<file path="config.mk">
export PLATFORM = sky130hd
export DESIGN_NAME = i2c_reg_seq
export DESIGN_NICKNAME = d
export VERILOG_FILES = /design/src/rtl/i2c_pkg.sv /design/src/rtl/i2c_byte_step.sv /design/src/rtl/i2c_reg_seq.sv
export SDC_FILE = /design/constraint.sdc
export NUM_CORES = 1
export LEC_CHECK = 0
export ABC_CLOCK_PERIOD_IN_PS = 2200
export CORE_MARGIN = 2
export CORE_UTILIZATION = 55
export DETAILED_ROUTE_END_ITERATION = 12
export DONT_BUFFER_PORTS = 1
export GPL_TIMING_DRIVEN = 1
export PLACE_DENSITY = 0.7
export SETUP_SLACK_MARGIN = 0.5
export SYNTH_ARGS = -nofsm -noshare
export SYNTH_HDL_FRONTEND = slang
export SYNTH_SLANG_ARGS = --single-unit
</file>
<file path="constraint.sdc">
create_clock -name i_clk -period 2.2 [get_ports i_clk]
set_clock_uncertainty 0.2 [all_clocks]
set_input_delay 0.22 -clock i_clk [delete_from_list [all_inputs] [get_ports i_clk]]
set_output_delay 0.22 -clock i_clk [all_outputs]
set_load 0.02 [all_outputs]
</file>
<file path="src/rtl/i2c_pkg.sv">
// Shared definitions for the i2c register-transaction sequencer:
// engine command encodings, address LSB constants, FSM state enums
// and the byte-list helper functions.
package i2c_pkg;

  // Engine command encoding: {stop, write, go}
  localparam logic [2:0] CMD_NONE    = 3'b000;
  localparam logic [2:0] CMD_WR      = 3'b011;
  localparam logic [2:0] CMD_WR_STOP = 3'b111;
  localparam logic [2:0] CMD_RD_STOP = 3'b101;

  // LSB appended to the 7-bit device address
  localparam logic ADDR_WR_LSB = 1'b0;
  localparam logic ADDR_RD_LSB = 1'b1;

  // Byte sent with a stop to release the bus after a NACK
  localparam logic [7:0] ABORT_BYTE = 8'hFF;
  // DATA_IN during the read-data byte: keep SDA released
  localparam logic [7:0] RD_FILL    = 8'hFF;

  // Per-byte handshake FSM (i2c_byte_step)
  typedef enum logic [2:0] {
    ST_IDLE    = 3'd0,
    ST_ISSUE   = 3'd1,
    ST_WAIT_HI = 3'd2,
    ST_WAIT_LO = 3'd3,
    ST_CHECK   = 3'd4
  } step_state_t;

  // Transaction-level FSM (i2c_reg_seq)
  typedef enum logic [1:0] {
    SQ_IDLE  = 2'd0,
    SQ_BYTE  = 2'd1,
    SQ_ABORT = 2'd2
  } seq_state_t;

  // Decision taken when a byte finishes
  typedef enum logic [2:0] {
    OUT_NONE    = 3'd0,
    OUT_NEXT    = 3'd1,
    OUT_ABORT   = 3'd2,
    OUT_OK      = 3'd3,
    OUT_RDATA   = 3'd4,
    OUT_NACK    = 3'd5,
    OUT_TIMEOUT = 3'd6
  } outcome_t;

  // Command for byte idx of a write (3 bytes) or read (4 bytes)
  function automatic logic [2:0] seq_cmd(input logic rd, input logic [1:0] idx);
    case (idx)
      2'd0:    seq_cmd = CMD_WR;
      2'd1:    seq_cmd = rd ? CMD_WR_STOP : CMD_WR;
      2'd2:    seq_cmd = rd ? CMD_WR : CMD_WR_STOP;
      default: seq_cmd = CMD_RD_STOP;
    endcase
  endfunction

  // DATA_IN for byte idx; a read uses two frames since the engine has no repeated start
  function automatic logic [7:0] seq_din(input logic rd, input logic [1:0] idx,
                                         input logic [6:0] dev, input logic [7:0] rg,
                                         input logic [7:0] wd);
    case (idx)
      2'd0:    seq_din = {dev, ADDR_WR_LSB};
      2'd1:    seq_din = rg;
      2'd2:    seq_din = rd ? {dev, ADDR_RD_LSB} : wd;
      default: seq_din = RD_FILL;
    endcase
  endfunction

  // True for the final byte of the list
  function automatic logic seq_last(input logic rd, input logic [1:0] idx);
    seq_last = rd ? (idx == 2'd3) : (idx == 2'd2);
  endfunction

endpackage

</file>
<file path="src/rtl/i2c_byte_step.sv">
// One engine byte: pulse COMMAND for one cycle, wait for BUSY to rise
// (bounded by BUSY_TO) and fall, then report ERROR/DATA_OUT for one
// cycle in ST_CHECK (o_done=1).
// i_start is honoured only in ST_IDLE.
module i2c_byte_step
  import i2c_pkg::*;
#(
  parameter int BUSY_TO = 8
) (
  input  logic        i_clk,
  input  logic        i_rst_n,
  input  logic        i_start,
  input  logic [2:0]  i_cmd,
  input  logic [7:0]  i_din,
  input  logic        i_busy,
  input  logic        i_error,
  input  logic [7:0]  i_dout,
  output logic [2:0]  o_cmd,
  output logic [7:0]  o_din,
  output logic        o_done,
  output logic        o_timeout,
  output logic        o_error,
  output logic [7:0]  o_dout,
  output step_state_t o_state
);

  localparam int CNT_W = $clog2(BUSY_TO + 1);
  // Last WAIT_HI count; the CHECK cycle completes the BUSY_TO window
  localparam logic [CNT_W-1:0] CNT_LAST = CNT_W'(BUSY_TO - 2);

  step_state_t      r_state;
  logic [2:0]       r_cmd;
  logic [7:0]       r_din;
  logic [CNT_W-1:0] r_cnt;
  logic             r_to;
  logic             r_err;
  logic [7:0]       r_dout;

  // Byte handshake FSM with registered engine command/data
  always_ff @(posedge i_clk or negedge i_rst_n) begin
    if (!i_rst_n) begin
      r_state <= ST_IDLE;
      r_cmd   <= CMD_NONE;
      r_din   <= 8'h00;
      r_cnt   <= '0;
      r_to    <= 1'b0;
      r_err   <= 1'b0;
      r_dout  <= 8'h00;
    end else begin
      case (r_state)
        ST_IDLE: begin
          if (i_start) begin
            r_cmd   <= i_cmd;
            r_din   <= i_din;
            r_to    <= 1'b0;
            r_err   <= 1'b0;
            r_state <= ST_ISSUE;
          end
        end
        ST_ISSUE: begin
          r_cmd   <= CMD_NONE;
          r_cnt   <= '0;
          r_state <= ST_WAIT_HI;
        end
        ST_WAIT_HI: begin
          if (i_busy) begin
            r_state <= ST_WAIT_LO;
          end else if (r_cnt == CNT_LAST) begin
            r_to    <= 1'b1;
            r_state <= ST_CHECK;
          end else begin
            r_cnt <= r_cnt + 1'b1;
          end
        end
        ST_WAIT_LO: begin
          if (!i_busy) begin
            r_err   <= i_error;
            r_dout  <= i_dout;
            r_state <= ST_CHECK;
          end
        end
        default: begin
          r_state <= ST_IDLE;
        end
      endcase
    end
  end

  assign o_cmd     = r_cmd;
  assign o_din     = r_din;
  assign o_done    = (r_state == ST_CHECK);
  assign o_timeout = r_to;
  assign o_error   = r_err;
  assign o_dout    = r_dout;
  assign o_state   = r_state;

endmodule

</file>
<file path="src/rtl/i2c_reg_seq.sv">
// Register write/read sequencer in front of the byte-level i2c engine.
// Walks the byte list, aborts with a stop byte after an address/reg
// NACK, and reports RDATA/NACK/TIMEOUT with a one-cycle DONE.
// Optional build macro I2C_RETRY_EN: restart a NACKed transaction up
// to MAX_RETRY times.
//
// Host handshake: i_req is sampled only at a posedge where o_ready=1;
// that edge latches the request and drops o_ready. o_done pulses one
// cycle with o_ready=1 in the same cycle, so a request held in the DONE
// cycle is accepted. i_req while o_ready=0 is ignored.
module i2c_reg_seq
  import i2c_pkg::*;
#(
  parameter int BUSY_TO = 8
`ifdef I2C_RETRY_EN
  ,
  parameter int MAX_RETRY = 2
`endif
) (
  input  logic        i_clk,
  input  logic        i_rst_n,
  input  logic        i_req,
  input  logic        i_req_rd,
  input  logic [6:0]  i_req_dev,
  input  logic [7:0]  i_req_reg,
  input  logic [7:0]  i_req_wdata,
  output logic        o_ready,
  output logic        o_done,
  output logic [7:0]  o_rdata,
  output logic        o_nack,
  output logic        o_timeout,
  output logic [2:0]  o_i2c_cmd,
  output logic [7:0]  o_i2c_din,
  input  logic        i_i2c_busy,
  input  logic        i_i2c_error,
  input  logic [7:0]  i_i2c_dout,
  output seq_state_t  o_dbg_seq,
  output step_state_t o_dbg_step
);

  seq_state_t r_state;
  logic       r_ready;
  logic       r_done;
  logic [7:0] r_rdata;
  logic       r_nack;
  logic       r_timeout;
  logic       r_rd;
  logic [6:0] r_dev;
  logic [7:0] r_reg;
  logic [7:0] r_wdata;
  logic [1:0] r_idx;
  logic       r_start;
  logic [2:0] r_bcmd;
  logic [7:0] r_bdin;
`ifdef I2C_RETRY_EN
  localparam logic [1:0] RETRY_LIM = 2'(MAX_RETRY);
  logic [1:0] r_retry;
`endif

  logic       w_step_done;
  logic       w_step_to;
  logic       w_step_err;
  logic [7:0] w_step_dout;
  logic [1:0] w_idx_nxt;
  outcome_t   w_out;

  i2c_byte_step #(
    .BUSY_TO (BUSY_TO)
  ) u_step (
    .i_clk     (i_clk),
    .i_rst_n   (i_rst_n),
    .i_start   (r_start),
    .i_cmd     (r_bcmd),
    .i_din     (r_bdin),
    .i_busy    (i_i2c_busy),
    .i_error   (i_i2c_error),
    .i_dout    (i_i2c_dout),
    .o_cmd     (o_i2c_cmd),
    .o_din     (o_i2c_din),
    .o_done    (w_step_done),
    .o_timeout (w_step_to),
    .o_error   (w_step_err),
    .o_dout    (w_step_dout),
    .o_state   (o_dbg_step)
  );

  assign w_idx_nxt = r_idx + 2'd1;

  // Classify the byte that just finished; ERROR is ignored on the read-data byte
  always_comb begin
    w_out = OUT_NONE;
    if (w_step_done) begin
      case (r_state)
        SQ_BYTE: begin
          if (w_step_to)                   w_out = OUT_TIMEOUT;
          else if (r_rd && r_idx == 2'd3)  w_out = OUT_RDATA;
          else if (w_step_err)             w_out = r_bcmd[2] ? OUT_NACK : OUT_ABORT;
          else if (seq_last(r_rd, r_idx))  w_out = OUT_OK;
          else                             w_out = OUT_NEXT;
        end
        SQ_ABORT: begin
          w_out = w_step_to ? OUT_TIMEOUT : OUT_NACK;
        end
        default: w_out = OUT_NONE;
      endcase
    end
  end

  // Transaction FSM: request latch, byte launch, abort, retry and finish
  always_ff @(posedge i_clk or negedge i_rst_n) begin
    if (!i_rst_n) begin
      r_state   <= SQ_IDLE;
      r_ready   <= 1'b1;
      r_done    <= 1'b0;
      r_rdata   <= 8'h00;
      r_nack    <= 1'b0;
      r_timeout <= 1'b0;
      r_rd      <= 1'b0;
      r_dev     <= 7'h00;
      r_reg     <= 8'h00;
      r_wdata   <= 8'h00;
      r_idx     <= 2'd0;
      r_start   <= 1'b0;
      r_bcmd    <= CMD_NONE;
      r_bdin    <= 8'h00;
`ifdef I2C_RETRY_EN
      r_retry   <= 2'd0;
`endif
    end else begin
      r_done  <= 1'b0;
      r_start <= 1'b0;
      if (r_state == SQ_IDLE) begin
        if (i_req) begin
          r_rd      <= i_req_rd;
          r_dev     <= i_req_dev;
          r_reg     <= i_req_reg;
          r_wdata   <= i_req_wdata;
          r_nack    <= 1'b0;
          r_timeout <= 1'b0;
          r_ready   <= 1'b0;
          r_idx     <= 2'd0;
          r_start   <= 1'b1;
          r_bcmd    <= seq_cmd(i_req_rd, 2'd0);
          r_bdin    <= seq_din(i_req_rd, 2'd0, i_req_dev, i_req_reg, i_req_wdata);
          r_state   <= SQ_BYTE;
`ifdef I2C_RETRY_EN
          r_retry   <= 2'd0;
`endif
        end
      end else begin
        case (w_out)
          OUT_NEXT: begin
            r_idx   <= w_idx_nxt;
            r_start <= 1'b1;
            r_bcmd  <= seq_cmd(r_rd, w_idx_nxt);
            r_bdin  <= seq_din(r_rd, w_idx_nxt, r_dev, r_reg, r_wdata);
          end
          OUT_ABORT: begin
            r_start <= 1'b1;
            r_bcmd  <= CMD_WR_STOP;
            r_bdin  <= ABORT_BYTE;
            r_state <= SQ_ABORT;
          end
          OUT_OK: begin
            r_done  <= 1'b1;
            r_ready <= 1'b1;
            r_state <= SQ_IDLE;
          end
          OUT_RDATA: begin
            r_rdata <= w_step_dout;
            r_done  <= 1'b1;
            r_ready <= 1'b1;
            r_state <= SQ_IDLE;
          end
          OUT_TIMEOUT: begin
            r_timeout <= 1'b1;
            r_done    <= 1'b1;
            r_ready   <= 1'b1;
            r_state   <= SQ_IDLE;
          end
          OUT_NACK: begin
`ifdef I2C_RETRY_EN
            if (r_retry < RETRY_LIM) begin
              r_retry <= r_retry + 2'd1;
              r_idx   <= 2'd0;
              r_start <= 1'b1;
              r_bcmd  <= seq_cmd(r_rd, 2'd0);
              r_bdin  <= seq_din(r_rd, 2'd0, r_dev, r_reg, r_wdata);
              r_state <= SQ_BYTE;
            end else begin
              r_nack  <= 1'b1;
              r_done  <= 1'b1;
              r_ready <= 1'b1;
              r_state <= SQ_IDLE;
            end
`else
            r_nack  <= 1'b1;
            r_done  <= 1'b1;
            r_ready <= 1'b1;
            r_state <= SQ_IDLE;
`endif
          end
          default: ;
        endcase
      end
    end
  end

  assign o_ready   = r_ready;
  assign o_done    = r_done;
  assign o_rdata   = r_rdata;
  assign o_nack    = r_nack;
  assign o_timeout = r_timeout;
  assign o_dbg_seq = r_state;

endmodule

</file>
==> metrics.txt <==
H-tree depth 3; number of global-route vias before repair roughly 2900; share of the synthesized area in compound gates (AO/OA/AOI/OAI) 11.6%; endpoint of the lowest-slack register-to-register path r_bdin[7]; most instantiated flip-flop cell in the synthesis netlist dfrtp_1; Pwr Total about 7 mW; most common library cells after synthesis dfrtp_1, mux2_2, nor2_1; gr ovfl total 0; max capacitance violation total 0; async set-or-reset flop fraction in the synthesized netlist 100%; setup repair after global routing missed its margin yes; clock sink count 80; largest fanout on the critical path 3; aggregate routed wire length 9.49 mm; Clock power frac 16.6%; worst hold slack after final layout -0.656 ns; signed area change from the synthesized netlist to the final layout 36.9%; critical path startpoint o_dbg_seq[0]; count of final max-slew check failures 0; path depth of the worst reg2reg path 8; fin crit period 2.08 ns; share of the clock period used by the worst path 94.6%; total of endpoints with negative setup slack in the final report 0; iteration count of the initial detailed-routing pass 4; Psw 2.59 mW; type of the worst setup path reg2reg; register-to-register setup slack 0.12 ns; clock network latency to the later pin of the worst-skew pair 0.36 ns; Mean Syn Cell Area 12.4 sq um; number of diodes 0; number of standard cells after synthesis a little over 300; standby leakage power 2.32 nW; Placed Area 4050 sq um; distinct cell type count after synthesis 52; worst-case setup margin in the final layout 0.119 ns; average via count per standard cell 5.93; number of top-level pins 65; cell taking the most area after synthesis dfrtp_1; number of hold violations in the final report 80; DRT antenna net count 0; CP Data Arrival Time 2.12 ns; simple-gate share of the synthesized area about a tenth; routability-driven placement congestion ratio 0.875; sequential share of the synthesized area 53.0%; beginning of the worst register-to-register path o_dbg_seq[0]; main combinational cell family by area after synthesis multiplexers; maximum number of pins on one net before global-route repair 81; count leader, synth dfrtp_1; Reg power frac 39.9%; starting density of the core a little under three fifths; total of flip-flops plus latches after synthesis 80; area share of the leading cell type in the synthesized netlist 52.3%; cell area after layout 5180 sq um; height of the chip 86.9 microns; width of the chip between 80 and 90 microns; Post-DP HPWL 5.31 mm; EDFF count, synth 0; buffer depth of the longest clock path 2; Std-Cell Core Area 6720 sq um; Worst-path clk slew 0.10 ns; antenna violations before repair 0; failing checks hold timing; Net Sw Frac 37.5%; pwr dens 1330 nW/um^2; critical path endpoint r_bdin[7]; FMAX about 480 MHz; final sum of negative setup slack 0 ns; post-place setup slack between 0.03 and 0.04 ns; parity-gate share of the synthesized area counting xor and xnor cells between 1 and 1.5%; first-pass GRT wire length 14.5 mm; number of buffers created by CTS 9; internal power summed over all cells 4.31 mW; required time at the endpoint of the critical path 2.24 ns; synthesized area between 3000 and 4000 sq um; Worst Setup End Kind register; port buffer count 0; peak supply drop 930 uV; # nets final 434; FP Rows 30; leading post-synthesis cells by cell area dfrtp_1, mux2_2, ha_1; overall fraction of global-route tracks in use 25.0%; 1st-iter DRT viols between 200 and 250; result of the run finished with violations; fillers between 300 and 400; worst slew margin relative to its limit 61.8%; count of synthesis-stage warnings from yosys 0; transition time at the pin with the least slew margin 0.572 ns; startpoint class of the critical path register; DRC violation count after routing 0; CTS Hold Buffers Added 35; number of nets in the synthesized netlist 353; path type of the worst min-delay path in2async; post-synthesis share of cell area spent on full adders, half adders and majority gates 3.31%; routed vias 2800; CTS tree built; share of layout cells above drive strength 1 42.9%; WL per Instance about 20 microns; die outline area 7550 sq um; logic gate share of total power between 40% and 50%; cell at the root of the clock tree clkbuf_8; mux cell area share after synthesis 17.5%
[worst max-delay path, stage by stage (launching register included)]
cell and delay (ns):
dfrtp_2 0.45, inv_4 0.10, ha_4 0.20, and4bb_1 0.24, and4_4 0.20, nor3_4 0.18, buf_4 0.15, a22oi_2 0.06
a22o_1 0.20
[routing by layer]
layer  share of wire, %  track usage [%]  vias to the layer above
met5                  0                0                        -
met4                1.7             6.25                        0
met3                5.3             8.15                       12
met2                 50             41.5                       69
met1                 43             31.7                     1444
li1                   -                -                     1275
[final cells by class]
cell class                      instances  area, sq um  area share (%)
Timing Repair Buffer                   86          891            17.2
Clock buffer                            9          124            2.39
Sequential cell                        80         2010            38.8
Tap cell                               80          100            1.93
Multi-Input combinational cell        199         1920            37.1
Clock inverter                          7         83.8            1.62
Inverter                               11         46.3           0.894
[cells in the final DEF (no fill, tap or decap), types with 3 or more instances in the layout]
cell type / count
dfrtp_1: 73
mux2_2: 38
dlygate4sd3_1: 35
buf_4: 34
nor2_1: 18
nand2_1: 16
mux2_4: 16
a21oi_1: 9
a22o_1: 9
clkbuf_8: 9
inv_1: 8
buf_6: 8
a222oi_1: 6
ha_1: 6
dfrtp_2: 6
mux2i_1: 5
o21ai_0: 5
a22oi_2: 5
buf_12: 5
nand2b_1: 4
nor3_4: 4
xor2_1: 3
nor3b_1: 3
a22oi_1: 3
ha_4: 3
inv_6: 3
[cell families (layout without fill, tap and decap cells)]
| group | after synthesis | in the layout |
|---|---|---|
| AO/OA/AOI/OAI | 58 | 58 |
| XOR/XNOR | 5 | 5 |
| adder cells (fa/ha/maj) | 10 | 10 |
| buffers and inverters | 27 | 113 |
| flip-flops | 80 | 80 |
| multiplexers | 59 | 59 |
| AND/OR/NAND/NOR | 67 | 67 |
[what timing repair did]
item | CTS | global route
resized for setup | 33 | 16
cloned | 3 | 1
setup endpoints to repair | 71 | 71
pin swaps | 12 | 15
hold endpoints to repair | 128 | 80
buffers inserted | 17 | 13
[worst min path at each step]
stage / startpoint / endpoint / slack, ns / cells after the start
6_report: i_rst_n / r_wdata[4] / -0.66 / 0
5_1_grt: i_rst_n / r_reg[5] / -0.68 / 0
4_1_cts: i_rst_n / u_step.o_din[3] / -0.67 / 0
3_5_place_dp: i_rst_n / r_wdata[5] / -0.27 / 0
3_3_place_gp: i_rst_n / r_wdata[6] / -0.27 / 0
2_1_floorplan: i_rst_n / o_dbg_seq[0] / -0.28 / 0
[per-stage QoR]
stage	util [%]	std cells
after floorplan	-	306
after global placement	60.2	387
after detailed placement	60.2	387
after CTS	73.9	458
after global routing	77.0	472
final	77.0	472
[power groups by stage]
stage / Clock, mW / Combinational [mW] / Sequential (mW)
after global routing: 1.22 / 3.23 / 2.83
after floorplan: 0 / 1.75 / 2.63
after CTS: 1.16 / 2.62 / 2.72
after global placement: 0 / 2.14 / 2.71
final: 1.14 / 3.00 / 2.75
after detailed placement: 0 / 2.18 / 2.74
Power figures use the tool's default switching activity.
